--- src/rtl/layer_mixer_if.sv ---
// rtl/layer_mixer_if.sv - pixel/config/result bundle for the layer mixer
// Ports (master = pixel source side, slave = mixer side):
//   i_x/i_y/i_de/i_v_sync   pixel timing and coordinates
//   i_bg_rgb/i_layer_rgb    background and per-layer colours {r,g,b}
//   i_layer_hit             per-layer coverage of the current pixel
//   i_cfg_enable/i_cfg_blend requested layer enables / 50% blends
//   o_red/o_green/o_blue    composited pixel, o_x/o_y/o_de/o_v_sync aligned
//   o_collision             per-layer overlap flags for the previous frame
interface layer_mixer_if #(
  parameter int N_LAYERS = 4,
  parameter int CW       = 8,
  parameter int COORD_W  = 16
);
  logic [COORD_W-1:0]        i_x;
  logic [COORD_W-1:0]        i_y;
  logic                      i_de;
  logic                      i_v_sync;
  logic [3*CW-1:0]           i_bg_rgb;
  logic [N_LAYERS*3*CW-1:0]  i_layer_rgb;
  logic [N_LAYERS-1:0]       i_layer_hit;
  logic [N_LAYERS-1:0]       i_cfg_enable;
  logic [N_LAYERS-1:0]       i_cfg_blend;
  logic [CW-1:0]             o_red;
  logic [CW-1:0]             o_green;
  logic [CW-1:0]             o_blue;
  logic [COORD_W-1:0]        o_x;
  logic [COORD_W-1:0]        o_y;
  logic                      o_de;
  logic                      o_v_sync;
  logic [N_LAYERS-1:0]       o_collision;

  modport master (
    output i_x, i_y, i_de, i_v_sync, i_bg_rgb, i_layer_rgb, i_layer_hit,
           i_cfg_enable, i_cfg_blend,
    input  o_red, o_green, o_blue, o_x, o_y, o_de, o_v_sync, o_collision
  );

  modport slave (
    input  i_x, i_y, i_de, i_v_sync, i_bg_rgb, i_layer_rgb, i_layer_hit,
           i_cfg_enable, i_cfg_blend,
    output o_red, o_green, o_blue, o_x, o_y, o_de, o_v_sync, o_collision
  );
endinterface

--- src/rtl/layer_mixer.sv ---
// rtl/layer_mixer.sv - two-stage fixed-priority sprite layer compositor
// Ports:
//   i_clk    pixel clock
//   i_rst_n  asynchronous active-low reset
//   px       layer_mixer_if.slave: pixel inputs, shadowed config, outputs
module layer_mixer #(
  parameter int N_LAYERS = 4,
  parameter int CW       = 8,
  parameter int COORD_W  = 16
) (
  input  logic          i_clk,
  input  logic          i_rst_n,
  layer_mixer_if.slave  px
);

  localparam int PW = 3 * CW;

  logic                      vs_prev_q;
  logic [N_LAYERS-1:0]       act_en_q, act_bl_q;
  logic [N_LAYERS-1:0]       coll_acc_q, coll_q;

  logic [COORD_W-1:0]        s1_x_q, s1_y_q;
  logic                      s1_de_q, s1_vs_q;
  logic [PW-1:0]             s1_bg_q;
  logic [N_LAYERS*PW-1:0]    s1_layer_q;
  logic [N_LAYERS-1:0]       s1_eh_q, s1_bl_q;

  logic [COORD_W-1:0]        s2_x_q, s2_y_q;
  logic                      s2_de_q, s2_vs_q;
  logic [PW-1:0]             s2_rgb_q;

  logic                      boundary;
  logic [N_LAYERS-1:0]       en_d, bl_d, eh_d, contrib_d;
  logic [3:0]                hit_cnt;
  logic [PW-1:0]             rgb_d;
  logic [PW-1:0]             lyr;
  logic [CW:0]               sum;

  // Rising edge of v_sync marks the frame boundary; a new config takes
  // effect on that very cycle, so the shadow values are bypassed here.
  always_comb begin
    boundary  = px.i_v_sync & ~vs_prev_q;
    en_d      = boundary ? px.i_cfg_enable : act_en_q;
    bl_d      = boundary ? px.i_cfg_blend  : act_bl_q;
    eh_d      = px.i_layer_hit & en_d;
    hit_cnt   = '0;
    for (int k = 0; k < N_LAYERS; k++) begin
      hit_cnt = hit_cnt + 4'(eh_d[k]);
    end
    contrib_d = (px.i_de && hit_cnt >= 4'd2) ? eh_d : '0;
  end

  // Bottom-up painter's algorithm; blended layers average with whatever
  // is already accumulated beneath them, so blends may chain.
  always_comb begin
    rgb_d = s1_bg_q;
    lyr   = '0;
    sum   = '0;
    for (int k = N_LAYERS - 1; k >= 0; k--) begin
      lyr = s1_layer_q[k*PW +: PW];
      if (s1_eh_q[k]) begin
        if (s1_bl_q[k]) begin
          for (int c = 0; c < 3; c++) begin
            sum = {1'b0, rgb_d[c*CW +: CW]} + {1'b0, lyr[c*CW +: CW]};
            rgb_d[c*CW +: CW] = sum[CW:1];
          end
        end else begin
          rgb_d = lyr;
        end
      end
    end
    if (!s1_de_q) begin
      rgb_d = '0;
    end
  end

  always_ff @(posedge i_clk or negedge i_rst_n) begin
    if (!i_rst_n) begin
      vs_prev_q  <= 1'b0;
      act_en_q   <= '1;
      act_bl_q   <= '0;
      coll_acc_q <= '0;
      coll_q     <= '0;
      s1_x_q     <= '0;
      s1_y_q     <= '0;
      s1_de_q    <= 1'b0;
      s1_vs_q    <= 1'b0;
      s1_bg_q    <= '0;
      s1_layer_q <= '0;
      s1_eh_q    <= '0;
      s1_bl_q    <= '0;
      s2_x_q     <= '0;
      s2_y_q     <= '0;
      s2_de_q    <= 1'b0;
      s2_vs_q    <= 1'b0;
      s2_rgb_q   <= '0;
    end else begin
      vs_prev_q  <= px.i_v_sync;
      act_en_q   <= en_d;
      act_bl_q   <= bl_d;
      if (boundary) begin
        coll_q     <= coll_acc_q | contrib_d;
        coll_acc_q <= '0;
      end else begin
        coll_acc_q <= coll_acc_q | contrib_d;
      end
      s1_x_q     <= px.i_x;
      s1_y_q     <= px.i_y;
      s1_de_q    <= px.i_de;
      s1_vs_q    <= px.i_v_sync;
      s1_bg_q    <= px.i_bg_rgb;
      s1_layer_q <= px.i_layer_rgb;
      s1_eh_q    <= eh_d;
      s1_bl_q    <= bl_d;
      s2_x_q     <= s1_x_q;
      s2_y_q     <= s1_y_q;
      s2_de_q    <= s1_de_q;
      s2_vs_q    <= s1_vs_q;
      s2_rgb_q   <= rgb_d;
    end
  end

  assign px.o_red       = s2_rgb_q[2*CW +: CW];
  assign px.o_green     = s2_rgb_q[CW +: CW];
  assign px.o_blue      = s2_rgb_q[0 +: CW];
  assign px.o_x         = s2_x_q;
  assign px.o_y         = s2_y_q;
  assign px.o_de        = s2_de_q;
  assign px.o_v_sync    = s2_vs_q;
  assign px.o_collision = coll_q;

endmodule

--- src/flat_wrapper.sv ---
// flat-port wrapper written by rule: the top's interface ports become plain ports
module layer_mixer_flat 
#(
  parameter int N_LAYERS = 4,
  parameter int CW       = 8,
  parameter int COORD_W  = 16
)
  (i_clk, i_rst_n, px_i_x, px_i_y, px_i_de, px_i_v_sync, px_i_bg_rgb, px_i_layer_rgb, px_i_layer_hit, px_i_cfg_enable, px_i_cfg_blend, px_o_red, px_o_green, px_o_blue, px_o_x, px_o_y, px_o_de, px_o_v_sync, px_o_collision);
  layer_mixer_if #(.N_LAYERS(N_LAYERS), .CW(CW), .COORD_W(COORD_W)) px_i ();
  input  logic i_clk;
  input  logic i_rst_n;
  input wire logic [$bits(px_i.i_x)-1:0] px_i_x;
  input wire logic [$bits(px_i.i_y)-1:0] px_i_y;
  input wire logic [$bits(px_i.i_de)-1:0] px_i_de;
  input wire logic [$bits(px_i.i_v_sync)-1:0] px_i_v_sync;
  input wire logic [$bits(px_i.i_bg_rgb)-1:0] px_i_bg_rgb;
  input wire logic [$bits(px_i.i_layer_rgb)-1:0] px_i_layer_rgb;
  input wire logic [$bits(px_i.i_layer_hit)-1:0] px_i_layer_hit;
  input wire logic [$bits(px_i.i_cfg_enable)-1:0] px_i_cfg_enable;
  input wire logic [$bits(px_i.i_cfg_blend)-1:0] px_i_cfg_blend;
  output wire logic [$bits(px_i.o_red)-1:0] px_o_red;
  output wire logic [$bits(px_i.o_green)-1:0] px_o_green;
  output wire logic [$bits(px_i.o_blue)-1:0] px_o_blue;
  output wire logic [$bits(px_i.o_x)-1:0] px_o_x;
  output wire logic [$bits(px_i.o_y)-1:0] px_o_y;
  output wire logic [$bits(px_i.o_de)-1:0] px_o_de;
  output wire logic [$bits(px_i.o_v_sync)-1:0] px_o_v_sync;
  output wire logic [$bits(px_i.o_collision)-1:0] px_o_collision;
  assign px_i.i_x = px_i_x;
  assign px_i.i_y = px_i_y;
  assign px_i.i_de = px_i_de;
  assign px_i.i_v_sync = px_i_v_sync;
  assign px_i.i_bg_rgb = px_i_bg_rgb;
  assign px_i.i_layer_rgb = px_i_layer_rgb;
  assign px_i.i_layer_hit = px_i_layer_hit;
  assign px_i.i_cfg_enable = px_i_cfg_enable;
  assign px_i.i_cfg_blend = px_i_cfg_blend;
  assign px_o_red = px_i.o_red;
  assign px_o_green = px_i.o_green;
  assign px_o_blue = px_i.o_blue;
  assign px_o_x = px_i.o_x;
  assign px_o_y = px_i.o_y;
  assign px_o_de = px_i.o_de;
  assign px_o_v_sync = px_i.o_v_sync;
  assign px_o_collision = px_i.o_collision;
  layer_mixer #(.N_LAYERS(N_LAYERS), .CW(CW), .COORD_W(COORD_W)) u_core (.i_clk(i_clk), .i_rst_n(i_rst_n), .px(px_i));
endmodule
--- config.mk ---
export PLATFORM = sky130hd
export DESIGN_NAME = layer_mixer_flat
export DESIGN_NICKNAME = d
export VERILOG_FILES = /design/src/rtl/layer_mixer_if.sv /design/src/rtl/layer_mixer.sv /design/src/flat_wrapper.sv
export SDC_FILE = /design/constraint.sdc
export NUM_CORES = 1
export LEC_CHECK = 0
export CAP_MARGIN = 20
export CORE_MARGIN = 4
export CORE_UTILIZATION = 30
export DETAILED_ROUTE_END_ITERATION = 8
export GPL_ROUTABILITY_DRIVEN = 0
export SLEW_MARGIN = 20
export SYNTH_ARGS = -nofsm -noshare
export SYNTH_HDL_FRONTEND = slang
export SYNTH_SLANG_ARGS = --single-unit
--- constraint.sdc ---
create_clock -name i_clk -period 10.5 [get_ports i_clk]
set_clock_uncertainty 0.05 [all_clocks]
set_input_delay 2.1 -clock i_clk [delete_from_list [all_inputs] [get_ports i_clk]]
set_output_delay 2.1 -clock i_clk [all_outputs]
set_load 0.01 [all_outputs]
# [Yosys cells after proc, flatten, opt, wreduce, memory -nomap -nowiden]
# Index checks and enable logic that the tools add are counted.
[totals] ff_bits=232 in_bits=168 word_cells=49
[classes] addsub=15 n_lt_le_gt_ge=1 n_mux=12 n_bitwise=4 n_reduce_logical=1
[ops] cell="$mux 24" n=9
[ops] cell="$add 8x8->9" n=12
[ops] cell="$mux 4" n=3
[ops] cell="$add 4x1->4" n=2
[ops] cell="$and 4x4->4" n=1
[ops] cell="$ge 4x2->1 const B" n=1
[ops] cell="$or 4x4->4" n=1
[ops] cell="$add 1x1->2" n=1
[ops] cell="$and 1x1->1" n=1
[ops] cell="$logic_and 1x1->1" n=1
[ops] cell="$not 1->1" n=1

# [Logic depth before layout (Yosys ltp)]
[depth] ltp_word=13 depth_mapped=33 mapped_depth_nobuf=33

# [Worst setup path after synthesis]
# OpenSTA, ideal clock, no wires.
[synth_path] path_kind="flip-flop to flip-flop" from="register u_core.s1_bg_q[8]" to="register u_core.s2_rgb_q[15]" arrival_time_ns=5.482 path_slack_ns=4.844 stages_incl_launch_ff=30 path_cell_list="dfrtp_1 -> nand2_1 -> fa_1 -> nor2b_1 -> nor3_1 -> a21oi_1 -> a21oi_1 -> ha_1 -> nand2_1 -> or4_1 -> nand2_1 -> a21oi_1 -> xnor2_1 -> mux2i_1 -> mux2i_1 -> ha_1 -> nor2b_1 -> o21ai_0 -> nand2b_1 -> and3_1 -> o21a_1 -> o311ai_0 -> o21a_1 -> ha_1 -> a21o_1 -> a31o_2 -> a21o_1 -> a21oi_1 -> a211oi_1 -> a211o_1"
[synth_via] elab_chain_cells=13
[synth_rtl] item="start, declared" line_no="layer_mixer.sv:24" text="logic [PW-1:0] s1_bg_q;"
[synth_rtl] item="start signal, assigned" line_no="layer_mixer.sv:111" text="s1_bg_q <= px.i_bg_rgb;"
[synth_rtl] item="$add 8x8->9" line_no="layer_mixer.sv:64" text="sum = {1'b0, rgb_d[c*CW +: CW]} + {1'b0, lyr[c*CW +: CW]};"
[synth_rtl] item="$mux 24" line_no="layer_mixer.sv:62" text="if (s1_bl_q[k]) begin"
[synth_rtl] item="$mux 24 (*)" line_no="layer_mixer.sv:61" text="if (s1_eh_q[k]) begin"
[synth_rtl] item="$add 8x8->9" line_no="layer_mixer.sv:64"
[synth_rtl] item="$mux 24" line_no="layer_mixer.sv:62"
[synth_rtl] item="$mux 24 (*)" line_no="layer_mixer.sv:61"
[synth_rtl] item="$add 8x8->9" line_no="layer_mixer.sv:64"
[synth_rtl] item="$mux 24" line_no="layer_mixer.sv:62"
[synth_rtl] item="$mux 24 (*)" line_no="layer_mixer.sv:61"
[synth_rtl] item="$add 8x8->9" line_no="layer_mixer.sv:64"
[synth_rtl] item="$mux 24" line_no="layer_mixer.sv:62"
[synth_rtl] item="$mux 24 (*)" line_no="layer_mixer.sv:61"
[synth_rtl] item="$mux 24 (*)" line_no="layer_mixer.sv:72" text="if (!s1_de_q) begin"
[synth_rtl] item="via u_core.rgb_d[15]" line_no="layer_mixer.sv:35" text="logic [PW-1:0] rgb_d;"
[synth_rtl] item="end signal, assigned" line_no="layer_mixer.sv:119" text="s2_rgb_q <= rgb_d;"
[synth_rtl] item="end, declared" line_no="layer_mixer.sv:30" text="logic [PW-1:0] s2_rgb_q;"
# The timed path passes the listed nets; every way through them passes the cells marked *.
# A chain may end at the register's enable or synchronous reset.

==> impl_metrics.env <==
export IMPL_io_buffers=229
export IMPL_num_vias=9597
export IMPL_drt_iter0_drc=450
export IMPL_drt_total_wl_um=34700
export IMPL_area_growth_synth_to_final_pct=31.6
export IMPL_clock_sinks=232
export IMPL_coreArea_mm2=0.0400
export IMPL_cts_resized=0
export IMPL_grt_max_degree=107
export IMPL_r2r_end="u_core.s2_rgb_q[15]$_DFF_PN0_"
export IMPL_p_sw_frac=0.310
export IMPL_endpoint_kind="register"
export IMPL_vias_per_cell=4.98
export IMPL_r2r_start="u_core.act_bl_q[3]$_DFFE_PN0P_"
export IMPL_slowest_stage="dfrtp_1"
export IMPL_die_area_mm2=0.0440
export IMPL_synth_async_reset_ratio=1.00
export IMPL_timing_max_transition_violations_final=0
export IMPL_final_util=0.402
export IMPL_clk_pin_slew_ns=0.07
export IMPL_synth_ff_type="dfrtp_1"
export IMPL_hp_start="u_core.s1_y_q[3]$_DFF_PN0_"
export IMPL_power_share_combinational=0.276
export IMPL_io_pins=230
export IMPL_die_w_um=210
export IMPL_synthesis_area_mm2=0.0122
export IMPL_arrival_ns=7.15
export IMPL_ys_ff_latch=232
export IMPL_synth_edf_count=0
export IMPL_holdPathEnd="u_core.px.o_y[3]$_DFF_PN0_"
export IMPL_fin_setup_tns_ns=0
export IMPL_finalNetCount=1656
export IMPL_die_h_um=210
export IMPL_drive_above_1_share=0.0728
export IMPL_synthCells=1154
export IMPL_final_cell_count_no_fill=1927
export IMPL_p_sw_mw=0.876
export IMPL_cp_required_ns=10.92
export IMPL_leakagePower_nw=6.99
export IMPL_holdPathStages=0
export IMPL_drt_pass1_iterations=4
export IMPL_post_place_cells=1875
export IMPL_min_path_type="reg -> reg"
export IMPL_finalWorstSetupSlack_ns=3.77
export IMPL_setup_violations=0
export IMPL_final_area_mm2=0.0161
export IMPL_antennaDiodeCount=0
export IMPL_critPathMostFrequentCell="a21oi_1"
export IMPL_p_int_mw=1.95
export IMPL_start_kind="register"
export IMPL_core_rowCount=73
export IMPL_syn_mean_instance_area_um2=10.6
export IMPL_fmax_mhz=149
export IMPL_clock_power_share=0.370
export IMPL_holdBufCountCts=0
export IMPL_fin_crit_ns=6.73
export IMPL_yosysSeqAreaShare=0.476
export IMPL_clock_latency_ns=0.58
export IMPL_initial_utilization=0.305
export IMPL_crit_fanout=25
export IMPL_seq_power_share=0.353
export IMPL_gr_total_overflow=0
export IMPL_slowest_delay_ns=0.73
export IMPL_place_ws_ns=3.85
export IMPL_wire_per_inst_um=18.0
export IMPL_cap_viol_max_count=0
export IMPL_drtAntennaViolNets=0
export IMPL_yosys_warnings=0
export IMPL_syn_nets=1430
export IMPL_r2r_cells=29
export IMPL_rsz0062_at_grt="no"
export IMPL_hold_viol_final=0
export IMPL_drc_errors=0
export IMPL_numCtsBuffers=28
export IMPL_synthDistinctLibCells=80
export IMPL_track_usage=0.156
export IMPL_status="complete, no violations"
export IMPL_place_hpwl_um=26400
export IMPL_layout_common_cells="clkdlybuf4s50_1, dfrtp_1, ha_1"
export IMPL_worstMarginPinSlew_ns=0.982
export IMPL_antenna_found_initial=0
export IMPL_htree_levels=1
export IMPL_grt_pass1_wl_um=54900
export IMPL_grt_pass1_vias=10200
export IMPL_cts_tree="yes"
export IMPL_cts_root_buf="clkbuf_16"
export IMPL_power_density_mw_per_mm2=176
export IMPL_cts_buffer_depth=3
export IMPL_dpl_instance_area_mm2=0.0150
export IMPL_crit_type="reg -> reg"
export IMPL_period_share=0.641
export IMPL_postCtsSetupRepairBufs=0
export IMPL_r2r_setup_slack_ns=3.77
export IMPL_max_slew_margin_rel=0.345
export IMPL_irDropWorstVdd_v=0.000149
per-stage QoR:
stage	hold slack, ns	power (mW)
2_1_floorplan	0.281	1.52
3_3_place_gp	0.281	1.79
3_5_place_dp	0.285	1.80
4_1_cts	0.299	2.88
5_1_grt	0.302	3.02
6_report	0.297	2.83
power by group through the flow:
stage	sequential [mW]	clock, mW	combinational, mW
floorplan	1.01	0	0.514
global placement	1.01	0	0.773
detailed placement	1.02	0	0.785
CTS	1.00	1.09	0.790
global route	1.01	1.13	0.879
finish	0.999	1.05	0.782
critical path, delay by kind of cell, from the launching register on:
kind	cells	cell delay, ns
XOR/XNOR	1	0.13
multiplexers	2	0.29
adder cells (fa/ha/maj)	3	0.95
buffers and inverters	1	0.53
AO/OA/AOI/OAI	13	2.44
flip-flops	1	0.73
AND/OR/NAND/NOR	9	1.50
registers in the layout (all words and copies together), names as in the netlist, 4 cells and up:
| name | flops |
|---|---|
| u_core.act_bl_q | 4 |
| u_core.act_en_q | 4 |
| u_core.coll_acc_q | 4 |
| u_core.px.o_collision | 4 |
| u_core.px.o_x | 16 |
| u_core.px.o_y | 16 |
| u_core.s1_bg_q | 24 |
| u_core.s1_eh_q | 4 |
| u_core.s1_layer_q | 96 |
| u_core.s1_x_q | 16 |
| u_core.s1_y_q | 16 |
| u_core.s2_rgb_q | 24 |
layout make-up:
cell class	count	area (µm²)
clock buffers	30	718
flip-flops and latches	232	5810
multi-input cells	828	6020
fillers	3913	23900
repair buffers	237	2360
well taps	525	657
inverters	53	199
clock inverters	22	302
kinds of logic (layout without fill, tap and decap cells):
| family | count (synthesis) | count (layout) | share of synthesized area |
|---|---|---|---|
| flops | 232 | 232 | 0.476 |
| simple gates | 319 | 319 | 0.127 |
| buf+inv | 94 | 342 | 0.0310 |
| fa+ha+maj | 108 | 108 | 0.118 |
| mux | 41 | 41 | 0.0347 |
| xor+xnor | 33 | 33 | 0.0237 |
| compound gates | 327 | 327 | 0.189 |
synthesized netlist by cell type, drive strengths merged, types with 13 or more instances:
master	instances	share of area
a31oi	14	0.0072
a21oi	73	0.031
nand3	21	0.0086
a211oi	21	0.014
o21ai	63	0.026
nand2	85	0.026
mux2i	31	0.025
ha	96	0.098
clkbuf	27	0.0083
a21boi	13	0.0080
nor2	77	0.024
inv	49	0.015
nor3	25	0.010
and2	13	0.0067
dfrtp	228	0.47
xor2	16	0.011
buf	14	0.0064
xnor2	17	0.012
a21o	21	0.013
o21a	15	0.0092
nor2b	32	0.017
worst max-delay path by stage:
stage	start	end	cells after the start
finish	u_core.act_bl_q[3]$_DFFE_PN0P_	u_core.s2_rgb_q[15]$_DFF_PN0_	29
global route	u_core.act_bl_q[3]$_DFFE_PN0P_	u_core.s2_rgb_q[14]$_DFF_PN0_	28
CTS	u_core.act_bl_q[3]$_DFFE_PN0P_	u_core.s2_rgb_q[15]$_DFF_PN0_	29
detailed placement	u_core.act_bl_q[3]$_DFFE_PN0P_	u_core.s2_rgb_q[15]$_DFF_PN0_	29
global placement	u_core.act_bl_q[3]$_DFFE_PN0P_	u_core.s2_rgb_q[15]$_DFF_PN0_	29
floorplan	u_core.s1_bg_q[8]$_DFF_PN0_	u_core.s2_rgb_q[15]$_DFF_PN0_	29
layer usage:
| metal | up-vias | GRT usage | wire length, µm |
|---|---|---|---|
| met1 | 4641 | 0.189 | 14100 |
| met5 | - | 0 | 0 |
| met2 | 248 | 0.273 | 17200 |
| met3 | 69 | 0.0369 | 2120 |
| met4 | 0 | 0.0536 | 1290 |
| li1 | 4639 | - | - |
(Power assumes the default switching activity.)
